File: src/rtl/alu_pkg.sv
// Shared ALU definitions: 6-bit control codes, default XLEN, the muldiv
// state encoding and small decode helpers used by the EX-stage units.
package alu_pkg;

  localparam int unsigned XLEN_DEF = 32;

  // Single-cycle ALU operations
  localparam logic [5:0] ALU_ADD    = 6'b000000;
  localparam logic [5:0] ALU_SUB    = 6'b000001;
  localparam logic [5:0] ALU_AND    = 6'b000010;
  localparam logic [5:0] ALU_OR     = 6'b000011;
  localparam logic [5:0] ALU_XOR    = 6'b000100;
  localparam logic [5:0] ALU_SLL    = 6'b000101;
  localparam logic [5:0] ALU_SRL    = 6'b000110;
  localparam logic [5:0] ALU_SRA    = 6'b000111;
  localparam logic [5:0] ALU_SLT    = 6'b100000;
  localparam logic [5:0] ALU_SLTU   = 6'b100001;
  localparam logic [5:0] ALU_LUI    = 6'b100010;
  localparam logic [5:0] ALU_PASSB  = 6'b100011;

  // Branch comparisons
  localparam logic [5:0] ALU_BEQ    = 6'b001000;
  localparam logic [5:0] ALU_BNE    = 6'b001001;
  localparam logic [5:0] ALU_BLT    = 6'b001100;
  localparam logic [5:0] ALU_BGE    = 6'b001101;
  localparam logic [5:0] ALU_BLTU   = 6'b001110;
  localparam logic [5:0] ALU_BGEU   = 6'b001111;

  // Atomic memory operations
  localparam logic [5:0] ALU_AMOSWAP = 6'b011000;
  localparam logic [5:0] ALU_AMOADD  = 6'b011001;
  localparam logic [5:0] ALU_AMOAND  = 6'b011010;
  localparam logic [5:0] ALU_AMOOR   = 6'b011011;
  localparam logic [5:0] ALU_AMOXOR  = 6'b011100;
  localparam logic [5:0] ALU_AMOMIN  = 6'b011101;
  localparam logic [5:0] ALU_AMOMAX  = 6'b011110;
  localparam logic [5:0] ALU_AMOMINU = 6'b011111;

  // RV32M operations
  localparam logic [5:0] ALU_MUL    = 6'b010000;
  localparam logic [5:0] ALU_MULH   = 6'b010001;
  localparam logic [5:0] ALU_MULHSU = 6'b010010;
  localparam logic [5:0] ALU_MULHU  = 6'b010011;
  localparam logic [5:0] ALU_DIV    = 6'b010100;
  localparam logic [5:0] ALU_DIVU   = 6'b010101;
  localparam logic [5:0] ALU_REM    = 6'b010110;
  localparam logic [5:0] ALU_REMU   = 6'b010111;

  typedef enum logic [2:0] {
    MD_IDLE,
    MD_MUL,
    MD_DIV,
    MD_FIX,
    MD_DONE
  } md_state_t;

  function automatic logic is_muldiv(input logic [5:0] code);
    return code[5:3] == 3'b010;
  endfunction

  function automatic logic is_div(input logic [5:0] code);
    return code[2];
  endfunction

  // rs1 is treated as signed for mul, mulh, mulhsu, div, rem
  function automatic logic signed_a(input logic [2:0] op);
    return op[2] ? ~op[0] : (op[1:0] != 2'b11);
  endfunction

  // rs2 is treated as signed for mul, mulh, div, rem
  function automatic logic signed_b(input logic [2:0] op);
    return op[2] ? ~op[0] : ~op[1];
  endfunction

endpackage

File: src/rtl/muldiv_step.sv
// One iteration of the muldiv datapath. Multiply: conditional add of the
// multiplicand into the upper half, then shift the 2*XLEN accumulator right.
// Divide: shift {remainder, quotient} left, trial-subtract the divisor and
// keep the difference when it is non-negative.
module muldiv_step
  import alu_pkg::*;
#(
  parameter int unsigned XLEN = XLEN_DEF
) (
  input  logic [2*XLEN-1:0] acc,
  input  logic [XLEN-1:0]   operand,
  input  logic              div_mode,
  output logic [2*XLEN-1:0] acc_next,
  output logic              q_bit
);

  logic [XLEN:0] sum;
  logic [XLEN:0] rem_shift;
  logic [XLEN:0] diff;

  // Single shift-add or restoring shift-subtract step
  always_comb begin
    sum       = {1'b0, acc[2*XLEN-1:XLEN]} + (acc[0] ? {1'b0, operand} : '0);
    rem_shift = acc[2*XLEN-1:XLEN-1];
    diff      = rem_shift - {1'b0, operand};
    q_bit     = 1'b0;
    if (div_mode) begin
      q_bit    = ~diff[XLEN];
      // quotient bit slot is left clear; the caller merges q_bit in
      acc_next = {(q_bit ? diff[XLEN-1:0] : rem_shift[XLEN-1:0]), acc[XLEN-2:0], 1'b0};
    end else begin
      acc_next = {sum, acc[XLEN-1:1]};
    end
  end

endmodule

File: src/rtl/muldiv_unit.sv
// Multi-cycle RV32M execution unit (mul/mulh/mulhsu/mulhu/div/divu/rem/remu).
// Works on operand magnitudes and applies the sign fix-up in FIX.
// Build option MULDIV_FAST_MUL_EN: multiplies use a combinational product
// registered in FIX instead of the iterative MUL state.
module muldiv_unit
  import alu_pkg::*;
#(
  parameter int unsigned XLEN = XLEN_DEF
) (
  input  logic            clk,
  input  logic            reset,
  input  logic            start,
  input  logic [5:0]      alu_ctrl,
  input  logic [XLEN-1:0] op_a,
  input  logic [XLEN-1:0] op_b,
  output logic            busy,
  output logic            valid,
  output logic [XLEN-1:0] result
);

  localparam int unsigned      CNT_W    = $clog2(XLEN);
  localparam logic [CNT_W-1:0] CNT_LAST = CNT_W'(XLEN - 1);

`ifdef MULDIV_FAST_MUL_EN
  localparam logic FAST_MUL = 1'b1;
`else
  localparam logic FAST_MUL = 1'b0;
`endif

  md_state_t         state;
  md_state_t         state_next;
  logic [CNT_W-1:0]  count;
  logic [2:0]        op;
  logic              neg_a;
  logic              neg_b;
  logic              div_zero;
  logic              div_ovf;
  logic [XLEN-1:0]   a_raw;
  logic [XLEN-1:0]   operand;
  logic [2*XLEN-1:0] acc;

  logic [2*XLEN-1:0] step_acc;
  logic              step_q;

  logic              accept;
  logic              a_neg;
  logic              b_neg;
  logic [XLEN-1:0]   a_mag;
  logic [XLEN-1:0]   b_mag;
  logic              in_zero;
  logic              in_ovf;

  logic [2*XLEN-1:0] prod;
  logic [XLEN-1:0]   quo;
  logic [XLEN-1:0]   rem;
  logic [XLEN-1:0]   fix_val;

  muldiv_step #(
    .XLEN(XLEN)
  ) u_step (
    .acc      (acc),
    .operand  (operand),
    .div_mode (op[2]),
    .acc_next (step_acc),
    .q_bit    (step_q)
  );

  // Accept-time decode: signs, magnitudes and divide special cases
  always_comb begin
    accept  = (state == MD_IDLE) && start && is_muldiv(alu_ctrl);
    a_neg   = signed_a(alu_ctrl[2:0]) && op_a[XLEN-1];
    b_neg   = signed_b(alu_ctrl[2:0]) && op_b[XLEN-1];
    a_mag   = a_neg ? -op_a : op_a;
    b_mag   = b_neg ? -op_b : op_b;
    in_zero = is_div(alu_ctrl) && (op_b == '0);
    in_ovf  = is_div(alu_ctrl) && !alu_ctrl[0] &&
              (op_a == {1'b1, {(XLEN-1){1'b0}}}) && (op_b == '1);
  end

  // Next-state logic
  always_comb begin
    state_next = state;
    case (state)
      MD_IDLE: begin
        if (accept) begin
          if (is_div(alu_ctrl)) begin
            state_next = (in_zero || in_ovf) ? MD_FIX : MD_DIV;
          end else begin
            state_next = FAST_MUL ? MD_FIX : MD_MUL;
          end
        end
      end
      MD_MUL, MD_DIV: begin
        if (count == CNT_LAST) state_next = MD_FIX;
      end
      MD_FIX:  state_next = MD_DONE;
      MD_DONE: state_next = MD_IDLE;
      default: state_next = MD_IDLE;
    endcase
  end

  // Handshake outputs decoded from the state register
  always_comb begin
    busy  = (state == MD_MUL) || (state == MD_DIV) || (state == MD_FIX);
    valid = (state == MD_DONE);
  end

  // Sign fix-up and result selection
  always_comb begin
`ifdef MULDIV_FAST_MUL_EN
    prod = {{XLEN{1'b0}}, operand} * {{XLEN{1'b0}}, acc[XLEN-1:0]};
`else
    prod = acc;
`endif
    if (neg_a ^ neg_b) prod = -prod;
    quo = acc[XLEN-1:0];
    if (neg_a ^ neg_b) quo = -quo;
    rem = acc[2*XLEN-1:XLEN];
    if (neg_a) rem = -rem;
    if (div_zero) begin
      quo = '1;
      rem = a_raw;
    end else if (div_ovf) begin
      quo = a_raw;
      rem = '0;
    end
    case (op)
      3'b000:                 fix_val = prod[XLEN-1:0];
      3'b001, 3'b010, 3'b011: fix_val = prod[2*XLEN-1:XLEN];
      3'b100, 3'b101:         fix_val = quo;
      default:                fix_val = rem;
    endcase
  end

  // State, operand latches, iteration accumulator and result register
  always_ff @(posedge clk or posedge reset) begin
    if (reset) begin
      state    <= MD_IDLE;
      count    <= '0;
      op       <= '0;
      neg_a    <= 1'b0;
      neg_b    <= 1'b0;
      div_zero <= 1'b0;
      div_ovf  <= 1'b0;
      a_raw    <= '0;
      operand  <= '0;
      acc      <= '0;
      result   <= '0;
    end else begin
      state <= state_next;
      case (state)
        MD_IDLE: begin
          if (accept) begin
            op       <= alu_ctrl[2:0];
            neg_a    <= a_neg;
            neg_b    <= b_neg;
            div_zero <= in_zero;
            div_ovf  <= in_ovf;
            a_raw    <= op_a;
            count    <= '0;
            if (is_div(alu_ctrl)) begin
              operand <= b_mag;
              acc     <= {{XLEN{1'b0}}, a_mag};
            end else begin
              operand <= a_mag;
              acc     <= {{XLEN{1'b0}}, b_mag};
            end
          end
        end
        MD_MUL, MD_DIV: begin
          acc   <= step_acc | {{(2*XLEN-1){1'b0}}, step_q};
          count <= count + 1'b1;
        end
        MD_FIX: result <= fix_val;
        default: ;
      endcase
    end
  end

endmodule

File: config.mk
export PLATFORM = sky130hd
export DESIGN_NAME = muldiv_unit
export DESIGN_NICKNAME = d
export VERILOG_FILES = /design/src/rtl/alu_pkg.sv /design/src/rtl/muldiv_step.sv /design/src/rtl/muldiv_unit.sv
export SDC_FILE = /design/constraint.sdc
export NUM_CORES = 1
export LEC_CHECK = 0
export BUFFER_PORTS_ARGS = -buffer_cell sky130_fd_sc_hd__buf_2
export CAP_MARGIN = 25
export CORE_ASPECT_RATIO = 1.75
export CORE_MARGIN = 2
export CORE_UTILIZATION = 45
export DETAILED_ROUTE_END_ITERATION = 6
export PLACE_DENSITY = 0.7
export SKIP_CTS_REPAIR_TIMING = 1
export SLEW_MARGIN = 20
export SYNTH_ARGS = -nofsm -noshare
export SYNTH_HDL_FRONTEND = slang
export SYNTH_SLANG_ARGS = --single-unit
export TNS_END_PERCENT = 20
File: constraint.sdc
create_clock -name clk -period 6.3 [get_ports clk]
set_input_delay 1.26 -clock clk [delete_from_list [all_inputs] [get_ports clk]]
set_output_delay 1.26 -clock clk [all_outputs]
set_load 0.02 [all_outputs]
After elaboration in Yosys (flattened, before gate mapping) --
Index checks and enable logic that the tools add are counted.
Storage, ports and cells: logic and storage cells 89, register bits 175
Operators by class: eq/ne operators 16, reductions and logical operators 22, add/sub/neg operators 8, bitwise gates (word level) 5, muxes and demuxes 27
Operators with widths (count):
- 32-bit 2-to-1 mux | 12
- 64-bit 2-to-1 mux | 3
- 32-bit negation | 4
- 64-bit case mux with 2 select lines | 1
- 32-bit case mux with 3 select lines | 1
- 32-bit == test, second input constant | 2
- 64-bit negation | 1
- 64-bit by 1-bit OR with 64-bit output | 1
- 32-bit by 33-bit adder with 33-bit output | 1
- 33-bit by 32-bit subtractor with 33-bit output | 1
- 32-bit zero test | 1
- 3-bit by 2-bit == test with 1-bit output, second input constant | 5
- 5-bit case mux with 2 select lines | 1
- 3-bit == test, second input constant | 3
- 3-bit case mux with 3 select lines | 1
- 1-bit logical AND | 8
- 3-bit by 1-bit == test with 1-bit output, second input constant | 2
- 3-bit zero test | 2
- 3-bit 2-to-1 mux | 2
- 2-bit inequality test, second input constant | 3
- 2-bit AND reduction | 3
- 5-bit by 1-bit adder with 5-bit output, second input constant | 1
- 5-bit == test, second input constant | 1
- 5-bit 2-to-1 mux | 1
- other kinds (9) | 17

Longest topological paths before layout --
word-level depth 9, mapped depth 15, gate-level depth less buffers 13

By module --
Synthesis repeated with hierarchy kept, for this count alone.
Second synthesis, totals: cells, all modules 2187, area total of the unflattened synthesis 17271.6 um2
Modules (own cells, without submodules):
- muldiv_unit | sequential area each 4379.2 um2, area an instance 12623.4 um2, cells each 1504, instances 1
- muldiv_step | sequential area each 0.0 um2, area an instance 4648.2 um2, cells each 683, instances 1

Worst setup path before layout --
No wires, ideal clock.
path type input to register, start input op_a[0], end register acc[24], setup slack 2.720 ns, cell stages on the path 10, buffers on the path 0, data required time 6.174 ns, data arrival time 3.454 ns, setup time 0.126 ns, cells stage by stage inv_1 > ha_1 > or3b_2 > or3_1 > nand4b_1 > nand2b_1 > o31ai_1 > xor2_1 > mux2i_1 > a221o_1
Between the ends: word-level cells in the longest chain between the ends 5
RTL lines:
- start, declared | RTL line muldiv_unit.sv:14 | input logic [XLEN-1:0] op_a,
- 32-bit negation | RTL line muldiv_unit.sv:73 | a_mag = a_neg ? -op_a : op_a;
- 32-bit 2-to-1 mux | RTL line muldiv_unit.sv:73
- 32-bit 2-to-1 mux | RTL line muldiv_unit.sv:161 | if (is_div(alu_ctrl)) begin
- 64-bit 2-to-1 mux | RTL line muldiv_unit.sv:153 | if (accept) begin
- 64-bit case mux with 2 select lines | RTL line muldiv_unit.sv:151 | case (state)
- end signal, assigned | RTL line muldiv_unit.sv:163 | acc <= {{XLEN{1'b0}}, a_mag};
- end signal, assigned | RTL line muldiv_unit.sv:166 | acc <= {{XLEN{1'b0}}, b_mag};
- end signal, assigned | RTL line muldiv_unit.sv:171 | acc <= step_acc | {{(2*XLEN-1){1'b0}}, step_q};
- end, declared | RTL line muldiv_unit.sv:40 | logic [2*XLEN-1:0] acc;
No other way between the ends. The select of a mux whose other input is x is not followed. A chain may end at the register's enable or synchronous reset.

Worst setup path after layout --
start register acc[31], end register acc[50]
Between the ends: word-level cells in the longest chain between the ends 5
RTL lines:
- 33-bit by 32-bit subtractor with 33-bit output | RTL line muldiv_step.sv:25 | diff = rem_shift - {1'b0, operand};
- 32-bit 2-to-1 mux | RTL line muldiv_step.sv:30 | acc_next = {(q_bit ? diff[XLEN-1:0] : rem_shift[XLEN-1:0]), acc[XLEN-2:0], 1'b0};
- 64-bit 2-to-1 mux | RTL line muldiv_step.sv:27 | if (div_mode) begin
- 64-bit by 1-bit OR with 64-bit output | RTL line muldiv_unit.sv:171
- 64-bit case mux with 2 select lines | RTL line muldiv_unit.sv:151
No other way between the ends.

==> reports/results.md <==
| Result | This run |
|---|---|
| Result of the run | finished, violations left |
| Violations in the final reports | DRC |
| First-pass GRT wire length | 103000 um |
| Global routing usage summed across all routing layers | 35.8% |
| Beginning of the worst hold path | result[3] |
| Worst slack, placed | 2010 ps |
| Static power due to leakage | 7.75 nW |
| Fin Clk Skew | 10.9 ps |
| Chip height | 257 um |
| Net count of the mapped netlist | 2292 |
| Num CTS Buffers | 17 |
| Cell area after placement | 17100 um2 |
| Yosys cell types | 94 |
| Setup crit end kind | register |
| Share of post-route cells with drive strength above 1 | 10.3% |
| Clock network latency to the later pin of the worst-skew pair | 480 ps |
| Register-to-register setup slack | 2120 ps |
| Average size of a mapped cell | 7.64 um2 |
| Grt ovf | 0 |
| TritonCTS clock tree | built |
| Unrepaired setup endpoints after global routing | false |
| YS warnings | 0 |
| Critical path peak fanout | 24 |
| Initial antenna violation count | 0 |
| Source of the worst register-to-register timing path | acc[31] |
| Most frequent cells in the layout | sky130_fd_sc_hd__nand2_1 (325), sky130_fd_sc_hd__a21oi_1 (187), sky130_fd_sc_hd__dfrtp_1 (174) |
| Leading cell types by total area after synthesis | sky130_fd_sc_hd__dfrtp_1 (27%), sky130_fd_sc_hd__nand2_1 (7.4%), sky130_fd_sc_hd__xnor2_1 (5.9%) |
| Critical path class | reg2reg |
| Clk buf depth | 2 |
| Final design instance area without fill | 17700 um2 |
| Most frequent standard cell in the layout excluding fill and tap cells | sky130_fd_sc_hd__nand2_1 |
| Upper clock frequency limit | 239 MHz |
| Number of nets in the layout | 2285 |
| Setup violation total in the final timing report | 0 |
| Post-detailed-placement half-perimeter wirelength | 52600 um |
| Total Die Area | 38100 um2 |
| Number of enable flip-flop cells after synthesis | 0 |
| Shortest clock period the worst path allows after layout | 4180 ps |
| Post-synthesis cell type with the largest combined area | sky130_fd_sc_hd__dfrtp_1 |
| Share of flip-flops with an asynchronous set or reset after synthesis | 100% |
| Worst reg2reg endpoint | acc[50] |
| Design Power | 10.9 mW |
| Hold Path Depth | 2 |
| Number of levels the H-tree was split into | 4 |
| Total number of vias | 17200 |
| Buffer cell driving the clock tree root | sky130_fd_sc_hd__clkbuf_16 |
| Worst-case hold slack | 475 ps |
| Summed instance area of the synthesized netlist | 16400 um2 |
| Clock edge transition at the registers on the reported setup and hold paths | 80 ps |
| DRC violations left | 3 |
| Starting density of the core | 45.5% |
| Accumulated negative setup slack | 0 ps |
| Final-report max-slew violation count | 0 |
| Sequential area share after synthesis | 26.7% |
| Worst relative slew slack | 27.3% |
| Clock sink total | 175 |
| Row count | 92 |
| Actual transition at the worst max-transition pin | 1060 ps |
| End of the worst hold path | result[3] |
| # port buffers | 106 |
| VDD IR max | 0.000250 V |
| Length in cells of the worst reg-to-reg path | 12 |
| Synth Flop Type | sky130_fd_sc_hd__dfrtp_1 |
| Number of max-cap violations | 0 |
| Setup crit start kind | register |
| Power density relative to cell area | 613 nW/um2 |
| Setup ws final | 2120 ps |
| Top-Level Pins | 107 |
| Fin. Hold Viols | 0 |
| Critical Path AT | 4550 ps |
| Post-synthesis register bit count | 175 |
| Post-detailed-route wirelength per cell | 26.1 um |
| Critical path origin | acc[31] |
| Share of the synthesized area in the top cell type | 26.7% |
| Number of detailed-route iterations in the first pass | 7 |
| Critical path data required time | 6670 ps |
| Routed vias/inst | 6.54 |
| Number of DRC violations after detailed-routing iteration 0 | 1756 |
| Via count of the first global-routing pass | 16700 |
| Overall die width | 148 um |
| Path type of the worst min-delay path | reg2reg |
| Gpl congestion | 1.05 |
| Total Wirelength | 68600 um |
| Maximum number of pins on one net before global-route repair | 92 |
| Core area | 36000 um2 |
| Post-route antenna net violation count | 0 |
| P&R area growth vs syn | 8.11% |
| Final period utilization | 66.4% |
| Post-Synthesis Cells | 2146 |
[final cells by class]
type / instances / area [um2]
repair buffers: 132 / 738
diodes: 3 / 7.51
flip-flops and latches: 175 / 4380
well taps: 470 / 588
clock buffers: 18 / 439
fillers: 3660 / 18300
multi-input cells: 1744 / 11200
clock inverters: 14 / 156
inverters: 69 / 264
[where the power goes]
group / total (mW) / internal, mW / leakage, nW / switching (mW)
Clock: 1.12 / 0.545 / 0.290 / 0.571
Combinational: 7.17 / 2.64 / 5.24 / 4.53
Sequential: 2.58 / 1.62 / 2.22 / 0.955
[synth_stat cells, drive strengths merged, types with 29 or more instances]
cell type    n
o31ai       38
mux2i       53
nor3        50
nand3       29
a21o        34
clkbuf     128
dfrtp      175
ha          71
a21oi      187
nor2       171
a221oi      38
nand2      327
xnor2      111
o21ai      167
inv         69
xor2        83
buf         30
o221ai      38
[worst max-delay path: stages, from the launching register on]
cell and delay [ps]:
sky130_fd_sc_hd__dfrtp_1 450, sky130_fd_sc_hd__inv_1 130, sky130_fd_sc_hd__ha_1 240, sky130_fd_sc_hd__fa_1 410
sky130_fd_sc_hd__nand2b_1 190, sky130_fd_sc_hd__a21oi_1 260, sky130_fd_sc_hd__o211a_1 270, sky130_fd_sc_hd__o21a_1 280
sky130_fd_sc_hd__a21boi_1 130, sky130_fd_sc_hd__o21ai_2 410, sky130_fd_sc_hd__nand2_2 540, sky130_fd_sc_hd__or3_1 490
sky130_fd_sc_hd__a32o_1 250
[worst max-delay path by stage]
stage                          end  slack, ps  depth (start not counted)
after floorplan           a_raw[0]        290                          1
after global placement    state[0]       2130                         12
after detailed placement  state[0]       2010                         12
after CTS                  acc[50]       2190                         12
after global routing       acc[50]       1870                         12
final                      acc[50]       2120                         12
[per-stage QoR]
stage | std cells | util, %
detailed placement | 2590 | 47.5
CTS | 2622 | 49.2
floorplan | 2146 | -
global route | 2622 | 49.2
global placement | 2590 | 47.5
finish | 2625 | 49.2
[kinds of logic (layout without fill, tap and decap cells)]
kind of cell	after synthesis	in the layout	share of synthesized area (%)
adders and majority gates	73	73	5.66
and+or+nand+nor	750	750	21.6
other	0	3	0
AOI/OAI and AO/OA	668	668	26.6
DFF	175	175	26.7
muxes	59	59	3.65
xor gates and xnor gates	194	194	10.4
buffers and inverters	227	233	5.42
[state kept, by name (all words and copies together) (netlist names)]
name and cells:
div_ovf 1, result 32, a_raw 32, neg_a 1, div_zero 1, op 3
state 3, neg_b 1, acc 64, count 5, operand 32
[routing by layer]
metal  vias up  track usage [%]  routed length, um
met5         -                0                  0
met4         0             32.0               7580
met3       291             5.59               4810
met2       893             59.5              32800
met1      8261             38.9              23400
li1       7724                -                  -
(Power assumes the default switching activity.)
